[src/rtl/inst_queue_pkg.sv]
// inst_queue_pkg: shared depth/width constants, entry field positions and request decoding.
package inst_queue_pkg;
  localparam int IQ_DEPTH = 8;
  localparam int IQ_DW = 64;
  localparam int PC_HI = 63;
  localparam int PC_LO = 32;
  localparam int INST_HI = 31;
  localparam int INST_LO = 0;
  // A second request only counts alongside the first one.
  function automatic logic [1:0] req_cnt(input logic first, input logic second);
    return first ? (second ? 2'd2 : 2'd1) : 2'd0;
  endfunction
endpackage

[src/rtl/inst_queue_ram.sv]
// inst_queue_ram: DEPTH x DW storage, two synchronous write ports and two asynchronous read ports.
module inst_queue_ram #(
  parameter int DEPTH = 8,
  parameter int DW = 64,
  localparam int AW = $clog2(DEPTH)
) (
  input  logic          clk,
  input  logic          we_1_i,
  input  logic [AW-1:0] waddr_1_i,
  input  logic [DW-1:0] wdata_1_i,
  input  logic          we_2_i,
  input  logic [AW-1:0] waddr_2_i,
  input  logic [DW-1:0] wdata_2_i,
  input  logic [AW-1:0] raddr_1_i,
  output logic [DW-1:0] rdata_1_o,
  input  logic [AW-1:0] raddr_2_i,
  output logic [DW-1:0] rdata_2_o
);
  logic [DW-1:0] mem_q [DEPTH];
  always_ff @(posedge clk) begin
    if (we_1_i) mem_q[waddr_1_i] <= wdata_1_i;
    if (we_2_i) mem_q[waddr_2_i] <= wdata_2_i;
  end
  assign rdata_1_o = mem_q[raddr_1_i];
  assign rdata_2_o = mem_q[raddr_2_i];
endmodule

[src/rtl/inst_queue.sv]
// inst_queue: dual-push / dual-pop instruction FIFO between fetch and issue.
module inst_queue import inst_queue_pkg::*; #(
  parameter int DEPTH = IQ_DEPTH,
  parameter int DW = IQ_DW
) (
  input  logic          clk,
  input  logic          resetn,
  input  logic          flush,
  input  logic [DW-1:0] w_data_1,
  input  logic          w_data_1_ok,
  input  logic [DW-1:0] w_data_2,
  input  logic          w_data_2_ok,
  output logic          fifo_full,
  output logic          fifo_empty,
  output logic [DW-1:0] fifo_r_data_1,
  output logic          fifo_r_data_1_ok,
  output logic [DW-1:0] fifo_r_data_2,
  output logic          fifo_r_data_2_ok,
  input  logic          p_data_1,
  input  logic          p_data_2
);
  localparam int AW = $clog2(DEPTH);
  logic [AW-1:0] head_q, head_d, tail_q, tail_d;
  logic [AW:0] count_q, count_d;
  logic [1:0] push, pop_req, pop;
  logic [DW-1:0] rd_1, rd_2;
  assign fifo_full = count_q > (AW+1)'(DEPTH-2);
  assign fifo_empty = count_q == '0;
  assign fifo_r_data_1_ok = count_q >= (AW+1)'(1);
  assign fifo_r_data_2_ok = count_q >= (AW+1)'(2);
  assign fifo_r_data_1 = fifo_r_data_1_ok ? rd_1 : '0;
  assign fifo_r_data_2 = fifo_r_data_2_ok ? rd_2 : '0;
  // Full means fewer than two free slots, so a pair push can never overflow.
  always_comb begin
    push = (fifo_full || flush) ? 2'd0 : req_cnt(w_data_1_ok, w_data_2_ok);
    pop_req = req_cnt(p_data_1, p_data_2);
    pop = ((AW+1)'(pop_req) > count_q) ? count_q[1:0] : pop_req;
    head_d = flush ? '0 : head_q + AW'(pop);
    tail_d = flush ? '0 : tail_q + AW'(push);
    count_d = flush ? '0 : count_q + (AW+1)'(push) - (AW+1)'(pop);
  end
  always_ff @(posedge clk or negedge resetn) begin
    if (!resetn) begin
      head_q <= '0;
      tail_q <= '0;
      count_q <= '0;
    end else begin
      head_q <= head_d;
      tail_q <= tail_d;
      count_q <= count_d;
    end
  end
  inst_queue_ram #(.DEPTH(DEPTH), .DW(DW)) u_ram (
    .clk       (clk),
    .we_1_i    (push != 2'd0),
    .waddr_1_i (tail_q),
    .wdata_1_i (w_data_1),
    .we_2_i    (push == 2'd2),
    .waddr_2_i (tail_q + AW'(1)),
    .wdata_2_i (w_data_2),
    .raddr_1_i (head_q),
    .rdata_1_o (rd_1),
    .raddr_2_i (head_q + AW'(1)),
    .rdata_2_o (rd_2)
  );
endmodule

[config.mk]
export PLATFORM = sky130hd
export DESIGN_NAME = inst_queue
export DESIGN_NICKNAME = d
export VERILOG_FILES = /design/src/rtl/inst_queue_pkg.sv /design/src/rtl/inst_queue_ram.sv /design/src/rtl/inst_queue.sv
export SDC_FILE = /design/constraint.sdc
export NUM_CORES = 1
export LEC_CHECK = 0
export ABC_AREA = 1
export CELL_PAD_IN_SITES_DETAIL_PLACEMENT = 1
export CELL_PAD_IN_SITES_GLOBAL_PLACEMENT = 1
export CORE_ASPECT_RATIO = 1.1
export CORE_UTILIZATION = 47
export CTS_CLUSTER_SIZE = 12
export DETAILED_ROUTE_END_ITERATION = 7
export GPL_ROUTABILITY_DRIVEN = 1
export GPL_TIMING_DRIVEN = 0
export PLACE_DENSITY_LB_ADDON = 0.12
export SKIP_LAST_GASP = 1
export SYNTH_ARGS = -nofsm -noshare
export SYNTH_HDL_FRONTEND = slang
export SYNTH_HIERARCHICAL = 1
export SYNTH_SLANG_ARGS = --single-unit
[constraint.sdc]
create_clock -name clk -period 14.7 [get_ports clk]
set_clock_uncertainty 0.05 [all_clocks]
set_input_delay 2.94 -clock clk [delete_from_list [all_inputs] [get_ports clk]]
set_output_delay 2.94 -clock clk [all_outputs]
set_load 0.01 [all_outputs]
-- Word-level counts from Yosys, hierarchy flattened
Memories as Yosys holds them, arrays and structs flattened.
Index checks and enable logic that the tools add are counted.
- memory bits (writable): 512
- logic and storage cells: 33
- bits in latches: 0
- bits in read-only memories: 0
- memories kept: 1
- input bits: 135
- output and inout port bits: 132
- register bits: 10
- bitwise operators: 0
- mux-type cells: 15
- add/subtract/negate cells: 6
- divide/modulo/power cells: 0
- multipliers: 0
- shifts and indexed selects: 0
- magnitude comparators: 4
- reduce and logical (&&, ||, !) cells: 3
- equal/unequal tests: 1
- memory list (memory ; words ; width ; rd ports ; clocked after memory_dff ; write ports ; line ; text):
    u_ram.mem_q ; 8 ; 64 ; 2 ; 0 ; 2 ; inst_queue_ram.sv:19 ; logic [DW-1:0] mem_q [DEPTH];
- operators by type and width (cell ; count):
    64-bit two-way mux ; 2
    2-bit two-way mux ; 6
    3-bit by 1-bit adder with 3-bit output, second input constant ; 2
    3-bit by 2-bit adder with 3-bit output ; 2
    3-bit two-way mux ; 2
    4-bit by 2-bit adder with 4-bit output ; 1
    4-bit by 1-bit greater-or-equal comparator with 1-bit output, second input constant ; 1
    4-bit by 2-bit greater-or-equal comparator with 1-bit output, second input constant ; 1
    2-bit by 4-bit greater-than comparator with 1-bit output ; 1
    4-bit by 3-bit greater-than comparator with 1-bit output, second input constant ; 1
    4-bit zero test ; 1
    1-bit two-way mux ; 4
    4-bit two-way mux ; 1
    4-bit by 2-bit subtractor with 4-bit output ; 1
    2-bit == test, second input constant ; 1
    2-bit nonzero test ; 1
    1-bit logical OR ; 1

-- Logic depth before layout (Yosys ltp)
- depth after elaboration: 6
- depth in mapped cells: 16
- gate-level depth less buffers: 16

-- Hierarchy
Netlist, hierarchy kept.
- modules (own cells, without submodules) (module ; area an instance (µm²) ; sequential area each (µm²) ; cells an instance ; times used):
    inst_queue_ram ; 32937.8 ; 15374.7 ; 4702 ; 1
    inst_queue ; 1971.9 ; 250.2 ; 322 ; 1

-- Worst setup path after synthesis
No wires, ideal clock.
- path type: input -> register
- from: input port flush
- to: memory u_ram.mem_q[1][0], enable pin
- buffers on the path: 0
- library setup time: 0.574 ns
- arrival: 7.879 ns
- stages on the path: 5
- setup slack: 6.197 ns
- required time: 14.076 ns
- cells stage by stage: inv_1 -> o211ai_1 -> nor2_1 -> nand2_1 -> o21ai_0
- RTL lines (what ; line ; text):
    start: declaration ; inst_queue.sv:8 ; input logic flush,
    end: declaration ; inst_queue_ram.sv:19 ;

-- Worst setup path in the final report
- from: register head_q[0]
- to: output port fifo_r_data_2[46]
- word-level cells in the longest chain between the ends: 3
- ends and longest elaborated chain (what ; line ; text):
    start: declaration ; inst_queue.sv:23 ; logic [AW-1:0] head_q, head_d, tail_q, tail_d;
    start signal: assignment ; inst_queue.sv:44 ; head_q <= '0;
    start signal: assignment ; inst_queue.sv:48 ; head_q <= head_d;
    3-bit by 1-bit adder with 3-bit output ; inst_queue.sv:63 ; .raddr_2_i (head_q + AW'(1)),
    memory 8 x 64 bit ; -- ;
    via rd_2[46] ; inst_queue.sv:26 ; logic [DW-1:0] rd_1, rd_2;
    64-bit two-way mux ; inst_queue.sv:32 ; assign fifo_r_data_2 = fifo_r_data_2_ok ? rd_2 : '0;
    end: declaration ; inst_queue.sv:17 ; output logic [DW-1:0] fifo_r_data_2,
The timed path passes the listed nets, and every way through them passes these cells.

==> flow_metrics.env <==
export IMPL_finalNonFillerCells=6318
export IMPL_die_area_sq_um=75400
export IMPL_cp_required_ns=11.71
export IMPL_routabilityCongestion=0.898
export IMPL_hold_worst_slack_ns=0.668
export IMPL_period_needed_ns=7.42
export IMPL_startpoint_type="flop"
export IMPL_drcViolationCount=0
export IMPL_synth_cell_area_sq_um=34900
export IMPL_port_buffers=202
export IMPL_cts_tree="done"
export IMPL_max_freq_ghz=0.135
export IMPL_ant_nets=0
export IMPL_p_total_mw=7.60
export IMPL_nets=5462
export IMPL_row_count=104
export IMPL_tightest_slew_ns=1.42
export IMPL_min_path_type="reg2reg"
export IMPL_grt_pass1_wl_um=221000
export IMPL_postCtsResizedCells=0
export IMPL_finalSetupViolCount=0
export IMPL_core_area_sq_um=73400
export IMPL_final_util_pct=55.4
export IMPL_hpwl_um=108000
export IMPL_ys_seq_area_share_pct=44.8
export IMPL_slew_viol_final=0
export IMPL_arrival_ns=4.43
export IMPL_critical_path_class="reg2out"
export IMPL_cts_buffer_depth=3
export IMPL_yosys_warnings=6
export IMPL_grt_util_all_layers_pct=39.4
export IMPL_power_density_nw_per_um2=187
export IMPL_synthFlopType="edfxtp_1"
export IMPL_syn_area_per_cell_sq_um=6.95
export IMPL_reg2reg_from="count_q[3]"
export IMPL_p_leak_nw=20.1
export IMPL_synth_enable_flop_cells=512
export IMPL_synthCells=5024
export IMPL_die_height_um=288
export IMPL_routedWlPerCell_um=23.6
export IMPL_area_growth_pct=16.4
export IMPL_firstDrtPassIters=6
export IMPL_post_cts_setup_buffers=0
export IMPL_grt_max_degree=25
export IMPL_final_cell_mix="nand2_1, inv_1, nand3_1"
export IMPL_drive_gt1_share_pct=8.16
export IMPL_place_ws_ns=8.10
export IMPL_vias_per_cell=5.76
export IMPL_dr_total_vias=36391
export IMPL_rsz0062_at_grt="no"
export IMPL_synthArstFlopShare_pct=1.92
export IMPL_finalCritPeriodShare_pct=50.5
export IMPL_clock_sinks=522
export IMPL_start_util_pct=47.6
export IMPL_vdd_drop_max_uv=138
export IMPL_h_tree_depth=2
export IMPL_cp_startpoint="head_q[0]"
export IMPL_grt_pass1_vias=37084
export IMPL_placed_cells=6203
export IMPL_ys_ff_latch=522
export IMPL_hp_start="tail_q[2]"
export IMPL_die_w_um=262
export IMPL_drt_wl_total_um=149000
export IMPL_finalSetupTns_ns=0
export IMPL_syn_nets=5176
export IMPL_status="finished clean"
export IMPL_place_area_sq_um=38700
export IMPL_setup_worst_path_end_class="output port"
export IMPL_clkLatencyLatePin_ns=0.64
export IMPL_synth_distinct_cells=26
export IMPL_antenna_found_initial=7
export IMPL_finalHoldViolations=0
export IMPL_max_slew_margin_pct=5.05
export IMPL_cts_root_buffer="clkbuf_16"
export IMPL_ios=267
export IMPL_layout_commonest_cell="nand2_1"
export IMPL_holdBufCountCts=0
export IMPL_cts_buffers=59
export IMPL_final_setup_worst_slack_ns=7.28
export IMPL_grt_overflow_total=0
export IMPL_cp_max_fo=10
export IMPL_design_area_sq_um=40600
export IMPL_path_clk_slew_ns=0.06
export IMPL_max_cap_violations=0
export IMPL_initialDrtViolationCount=3625
-- power breakdown --
group | leakage (nW) | internal [mW] | switching, mW
Sequential | 4.76 | 1.70 | 0.0272
Combinational | 14.4 | 1.53 | 2.83
Clock | 0.938 | 0.869 | 0.643
Total | 20.1 | 4.10 | 3.50
-- layout make-up --
class / instances / area, sq um
fill: 9648 / 32800
sequential: 522 / 15600
multi-input combinational: 3427 / 14700
inverter: 681 / 2560
timing repair buffer: 225 / 2510
buffer: 394 / 2080
clock buffer: 78 / 1610
tap: 954 / 1190
clock inverter: 31 / 299
antenna: 6 / 15.0
-- state kept, by name, summed over array words and instances, names as in the netlist --
signal,count
u_ram/mem_q,512
head_q,3
tail_q,3
count_q,4
-- cell usage after synthesis, types with 20 or more instances --
cell      number  share of area, %
nand2_1     2208                24
inv_1        675               7.3
nand3_1      517               7.4
edfxtp_1     512                44
o21ai_1      337               4.8
buf_2        253               3.6
o21ai_0      179               2.6
nor2_1        87              0.94
a21boi_0      52               1.1
clkbuf_1      51              0.55
buf_4         36              0.77
buf_1         34              0.37
buf_6         20              0.65
-- critical path, stage by stage, from the launching register on --
cell and delay [ns]:
dfrtp_1 0.51, ha_1 0.27, xor2_1 0.21, clkbuf_1 1.07, clkbuf_1 0.62, nand2_1 0.17, nand2_1 0.14, a21boi_0 0.21
clkdlybuf4s50_1 0.57
-- layer usage --
metal  track usage, %  wire [um]
met4             24.0       9580
met5                0         57
met3             7.51      14000
met2             65.0      70700
met1             47.5      55000
-- path summary, 6_finish.rpt --
check | to | slack [ns] | cells after the start
max reg2reg | u_ram/mem_q[3][30] | 11.24 | 13
max | fifo_r_data_2[46] | 7.28 | 8
min reg2reg | tail_q[2] | 0.67 | 2
min | tail_q[2] | 0.67 | 2
max in group asynchronous | head_q[1] | 11.67 | 1
min in group asynchronous | count_q[3] | 2.59 | 1
-- cells by family after synthesis --
family                     Yosys count  share of synthesized area (%)
and+or+nand+nor                   2814                           32.1
xor gates and xnor gates             5                          0.125
adders and majority gates           17                          0.695
buffers and inverters             1075                           13.3
AOI/OAI and AO/OA                  591                           9.00
DFF                                522                           44.8
No activity file was read; power rests on OpenSTA's default activity.
